$ cat config.mk
export PLATFORM = sky130hd
export DESIGN_NAME = async_input_synchro
export DESIGN_NICKNAME = d
export VERILOG_FILES = /design/src/rtl/async_synchro_pkg.sv /design/src/rtl/synchro_filter_ch.sv /design/src/rtl/async_input_synchro.sv
export SDC_FILE = /design/constraint.sdc
export NUM_CORES = 1
export LEC_CHECK = 0
export BUFFER_PORTS_ARGS = -buffer_cell sky130_fd_sc_hd__buf_2
export CELL_PAD_IN_SITES_DETAIL_PLACEMENT = 1
export CELL_PAD_IN_SITES_GLOBAL_PLACEMENT = 2
export CORE_AREA = 2 2 64 82
export DETAILED_ROUTE_END_ITERATION = 8
export DIE_AREA = 0 0 66 84
export PLACE_DENSITY = 0.75
export SLEW_MARGIN = 15
export SYNTH_ARGS = -nofsm -noshare
export SYNTH_HDL_FRONTEND = slang
export SYNTH_SLANG_ARGS = --single-unit
$ cat constraint.sdc
create_clock -name aclk -period 1.17 [get_ports aclk]
set_input_delay 0.234 -clock aclk [delete_from_list [all_inputs] [get_ports aclk]]
set_output_delay 0.234 -clock aclk [all_outputs]
set_load 0.01 [all_outputs]
$ cat src/rtl/async_synchro_pkg.sv
// Shared types and helpers for the asynchronous input resynchroniser.
// Pulse-source selection is encoded in 2 bits per channel.
package async_synchro_pkg;

  typedef logic [1:0] sync_mode_t;

  localparam sync_mode_t MODE_LEVEL = 2'b00;
  localparam sync_mode_t MODE_RISE  = 2'b01;
  localparam sync_mode_t MODE_FALL  = 2'b10;
  localparam sync_mode_t MODE_BOTH  = 2'b11;

  // True when an accepted change to new_level should raise a pulse under mode
  function automatic logic edge_selected(input sync_mode_t mode, input logic new_level);
    logic sel;
    sel = 1'b0;
    case (mode)
      MODE_RISE: sel = new_level;
      MODE_FALL: sel = ~new_level;
      MODE_BOTH: sel = 1'b1;
      default:   sel = 1'b0;
    endcase
    return sel;
  endfunction

endpackage

$ cat src/rtl/synchro_filter_ch.sv
// One channel: flop-chain synchroniser, stability filter, level and edge pulse registers.
// A change is accepted only after FILTER_CYCLES consecutive synchronised samples disagree with level.
module synchro_filter_ch
  import async_synchro_pkg::*;
#(
  parameter int unsigned SYNC_STAGES   = 2,
  parameter int unsigned FILTER_CYCLES = 4,
  parameter logic        RESET_VAL_BIT = 1'b0,
  parameter sync_mode_t  MODE_CH       = MODE_RISE
) (
  input  logic aclk,
  input  logic arstn,
  input  logic din,
  output logic level,
  output logic pulse
);

  localparam int unsigned CNT_W = (FILTER_CYCLES > 1) ? $clog2(FILTER_CYCLES) : 1;
  localparam logic [CNT_W-1:0] CNT_MAX = CNT_W'(FILTER_CYCLES - 1);

  (* ASYNC_REG = "TRUE" *) logic [SYNC_STAGES-1:0] chain;
  logic             s;
  logic [CNT_W-1:0] cnt;

  // Plain shift chain; stage 0 is the metastability-capturing flop
  always_ff @(posedge aclk or negedge arstn) begin
    if (!arstn) begin
      chain <= {SYNC_STAGES{RESET_VAL_BIT}};
    end else begin
      chain <= {chain[SYNC_STAGES-2:0], din};
    end
  end

  assign s = chain[SYNC_STAGES-1];

  // Any agreement with level restarts the stability count
  always_ff @(posedge aclk or negedge arstn) begin
    if (!arstn) begin
      level <= RESET_VAL_BIT;
      cnt   <= '0;
      pulse <= 1'b0;
    end else begin
      pulse <= 1'b0;
      if (s == level) begin
        cnt <= '0;
      end else if (cnt == CNT_MAX) begin
        level <= s;
        cnt   <= '0;
        pulse <= edge_selected(MODE_CH, s);
      end else begin
        cnt <= cnt + CNT_W'(1);
      end
    end
  end

endmodule

$ cat src/rtl/async_input_synchro.sv
// Multi-channel resynchroniser for asynchronous control/status bits into the aclk domain.
// Each channel is independent; any_pulse_o is a plain OR of the registered pulses.
module async_input_synchro
  import async_synchro_pkg::*;
#(
  parameter int unsigned          NB_CH         = 8,
  parameter int unsigned          SYNC_STAGES   = 2,
  parameter int unsigned          FILTER_CYCLES = 4,
  parameter logic [NB_CH-1:0]     RESET_VAL     = {NB_CH{1'b0}},
  parameter logic [2*NB_CH-1:0]   MODE          = {NB_CH{MODE_RISE}}
) (
  input  logic             aclk,
  input  logic             arstn,
  input  logic [NB_CH-1:0] async_i,
  output logic [NB_CH-1:0] level_o,
  output logic [NB_CH-1:0] pulse_o,
  output logic             any_pulse_o
);

  if (SYNC_STAGES < 2 || FILTER_CYCLES < 1) begin : g_bad_param
    $error("async_input_synchro: SYNC_STAGES must be >= 2 and FILTER_CYCLES >= 1");
  end

  for (genvar ch = 0; ch < NB_CH; ch++) begin : g_ch
    synchro_filter_ch #(
      .SYNC_STAGES   (SYNC_STAGES),
      .FILTER_CYCLES (FILTER_CYCLES),
      .RESET_VAL_BIT (RESET_VAL[ch]),
      .MODE_CH       (sync_mode_t'(MODE[2*ch +: 2]))
    ) u_ch (
      .aclk  (aclk),
      .arstn (arstn),
      .din   (async_i[ch]),
      .level (level_o[ch]),
      .pulse (pulse_o[ch])
    );
  end

  // Driven only by flop outputs, so no decode glitches
  assign any_pulse_o = |pulse_o;

endmodule
==> results.toml <==
[setup_path]
r2r_start = "g_ch[5].u_ch.cnt[0]"
ff2ff_setup_slack_ps = 160
crit_start = "g_ch[5].u_ch.pulse"
worstSetupPathType = "flop to primary output"
arrival_ps = 1200
cp-start-kind = "flop"
cp_max_fo = 2
rr_worst_depth = 2
end_kind = "primary output"
timing.rr.end = "g_ch[5].u_ch.level"
cp.required_ps = 940

[detailed_routing]
wl_per_cell_um = 13.2
dr.first_iter.drc_count = 29
first_pass_iters = 3
routed_via_density = 4.45
drc = 0
routed_wl_um = 2760
detail-route-antenna-nets = 0
vias = 926

[logic_synthesis]
synth_cell_types = 17
synth.cell_area_um2 = 1760
synthCells = 127
synth_top_area_frac = 0.683
syn_area_per_cell_um2 = 13.9
syn_nets = 145
yosysTopAreaCell = "dfrtp_1"
ys_ff_latch = 48
seq_area_frac_synth = 0.683
yosys-top-cells-area = "dfrtp_1 (68%), buf_4 (6.8%), ha_1 (5.7%), xnor2_1 (2.5%), nor3b_2 (2.1%)"
ys.warnings.count = 0

[sta]
min_period_ps = 1430
fmax_mhz = 700
hold_ws_ps = 47.4
finalHoldViolations = 0
rsz0062_at_grt = "yes"
fin_crit_sh = 1.22
setup_viol = 1
setup_slack_ps = -259
worst_pin_slew_ps = 252
max_slew_margin = 0.832
maxSlewViolCount = 0
skew_ps = 2.38

[placed_design]
gp_congestion = 0.612
portBuffers = 26
dp_hpwl_um = 2100

[clock_tree]
cts_root_buf = "clkbuf_8"
tritoncts = "done"
cts.sinks = 48
cts_buffers = 5
htreeDepth = 2
post_cts_buffers = 0
insertion_delay_ps = 280
clockBufferDepth = 2
clkTransAtPathRegs_ps = 80

[final_layout]
fin_util = 0.408
final_common_cell = "dfrtp_1"
antenna_cells = 0
syn_to_final_growth_pct = 12.9
final_nets = 164
most-common-layout-cells = "dfrtp_1 (48), buf_2 (26), ha_1 (8)"
drive_gt1_frac = 0.288

[hold_path]
hold_depth = 1
hold_path.class = "input pin to flop"
holdPathEnd = "g_ch[7].u_ch.chain[0]"
hp-start = "async_i[7]"

[floorplanning]
die_area_um2 = 5540
die_h_um = 84
ios = 27
core.rowCount = 29
coreArea_um2 = 4860
die_x_um = 66
initial_core_util = 0.362

[status]
violations = "setup timing"
outcome = "complete, but fails checks"

[power]
powerDensity_nw_per_um2 = 2210
power_w = 0.00440
peakVddDrop_mv = 0.758
p_leak_nw = 1.01

[global_route]
antenna_found_initial = 0
grt_max_degree = 49
overflow = 0
grt_pass1_vias = 1056
grt_pass1_wl_um = 4770
track_usage = 0.115

[flow_run]
cap_violations = 0
logic make-up after synthesis:
family	Yosys count	synth area share
AO/OA/AOI/OAI	6	0.0171
XOR/XNOR	8	0.0398
adder cells (fa/ha/maj)	8	0.0569
buffers and inverters	22	0.0811
flip-flops	48	0.683
multiplexers	2	0.0128
AND/OR/NAND/NOR	33	0.110
critical path, cell delays in order, from the launching register on:
cell,delay [ps]
dfrtp_1,390
nor4_2,290
nand2_1,80
buf_2,140
sequential cells by signal, summed over array words and instances (netlist names):
| signal | cells |
|---|---|
| g_ch.u_ch.pulse | 8 |
| g_ch.u_ch.chain | 16 |
| g_ch.u_ch.level | 8 |
| g_ch.u_ch.cnt | 16 |
metrics by stage:
step	area, um^2	instances	setup WS, ps	setup TNS [ps]
finish	1990	208	-259	-259
global route	1990	208	-358	-358
CTS	1990	208	-291	-291
detailed placement	1870	200	-5.98	-5.98
global placement	1870	200	116	0
floorplan	1760	127	207	0
synthesized netlist by cell type:
library cell	instances
nor3b_2	3
inv_1	6
ha_1	8
o21ai_0	6
dfrtp_1	48
and2_1	2
and3b_1	2
buf_4	16
and2_2	1
mux2_2	2
nor4_1	2
nor2_1	6
nor2b_1	5
nand2_1	7
xor2_1	3
nor3_1	5
xnor2_1	5
area by class of cell:
| cell class | instances | area [um^2] |
|---|---|---|
| clock buffer | 7 | 96.3 |
| fill | 532 | 2880 |
| inverter | 6 | 22.5 |
| multi-input combinational | 57 | 428 |
| sequential | 48 | 1200 |
| tap | 62 | 77.6 |
| timing repair buffer | 28 | 160 |
where the power goes:
group | switching (W) | internal (W) | total [W]
combinational | 0.000502 | 0.000541 | 0.00104
sequential | 0.000298 | 0.00206 | 0.00236
clock | 0.000471 | 0.000526 | 0.000997
total | 0.00127 | 0.00313 | 0.00440
layer usage:
layer | vias up | wire [um] | GRT usage
li1 | 426 | - | -
met4 | 0 | 45 | 0.0445
met5 | - | 0 | 0
met2 | 24 | 1550 | 0.200
met1 | 471 | 1050 | 0.127
met3 | 5 | 113 | 0.0364
timing repair:
| item | 4_1_cts | 5_1_grt |
|---|---|---|
| hold buffers | 1 | 0 |
| endpoints found under the setup margin | 1 | 1 |
| gates resized for setup | 2 | 0 |
| hold endpoints to repair | 48 | 0 |
worst max path at each step:
stage	end	slack, ps	cells past startpoint
floorplan	any_pulse_o	210	2
global placement	any_pulse_o	120	3
detailed placement	any_pulse_o	-6	3
CTS	any_pulse_o	-290	3
global route	any_pulse_o	-360	3
finish	any_pulse_o	-260	3
Power figures use the tool's default switching activity.
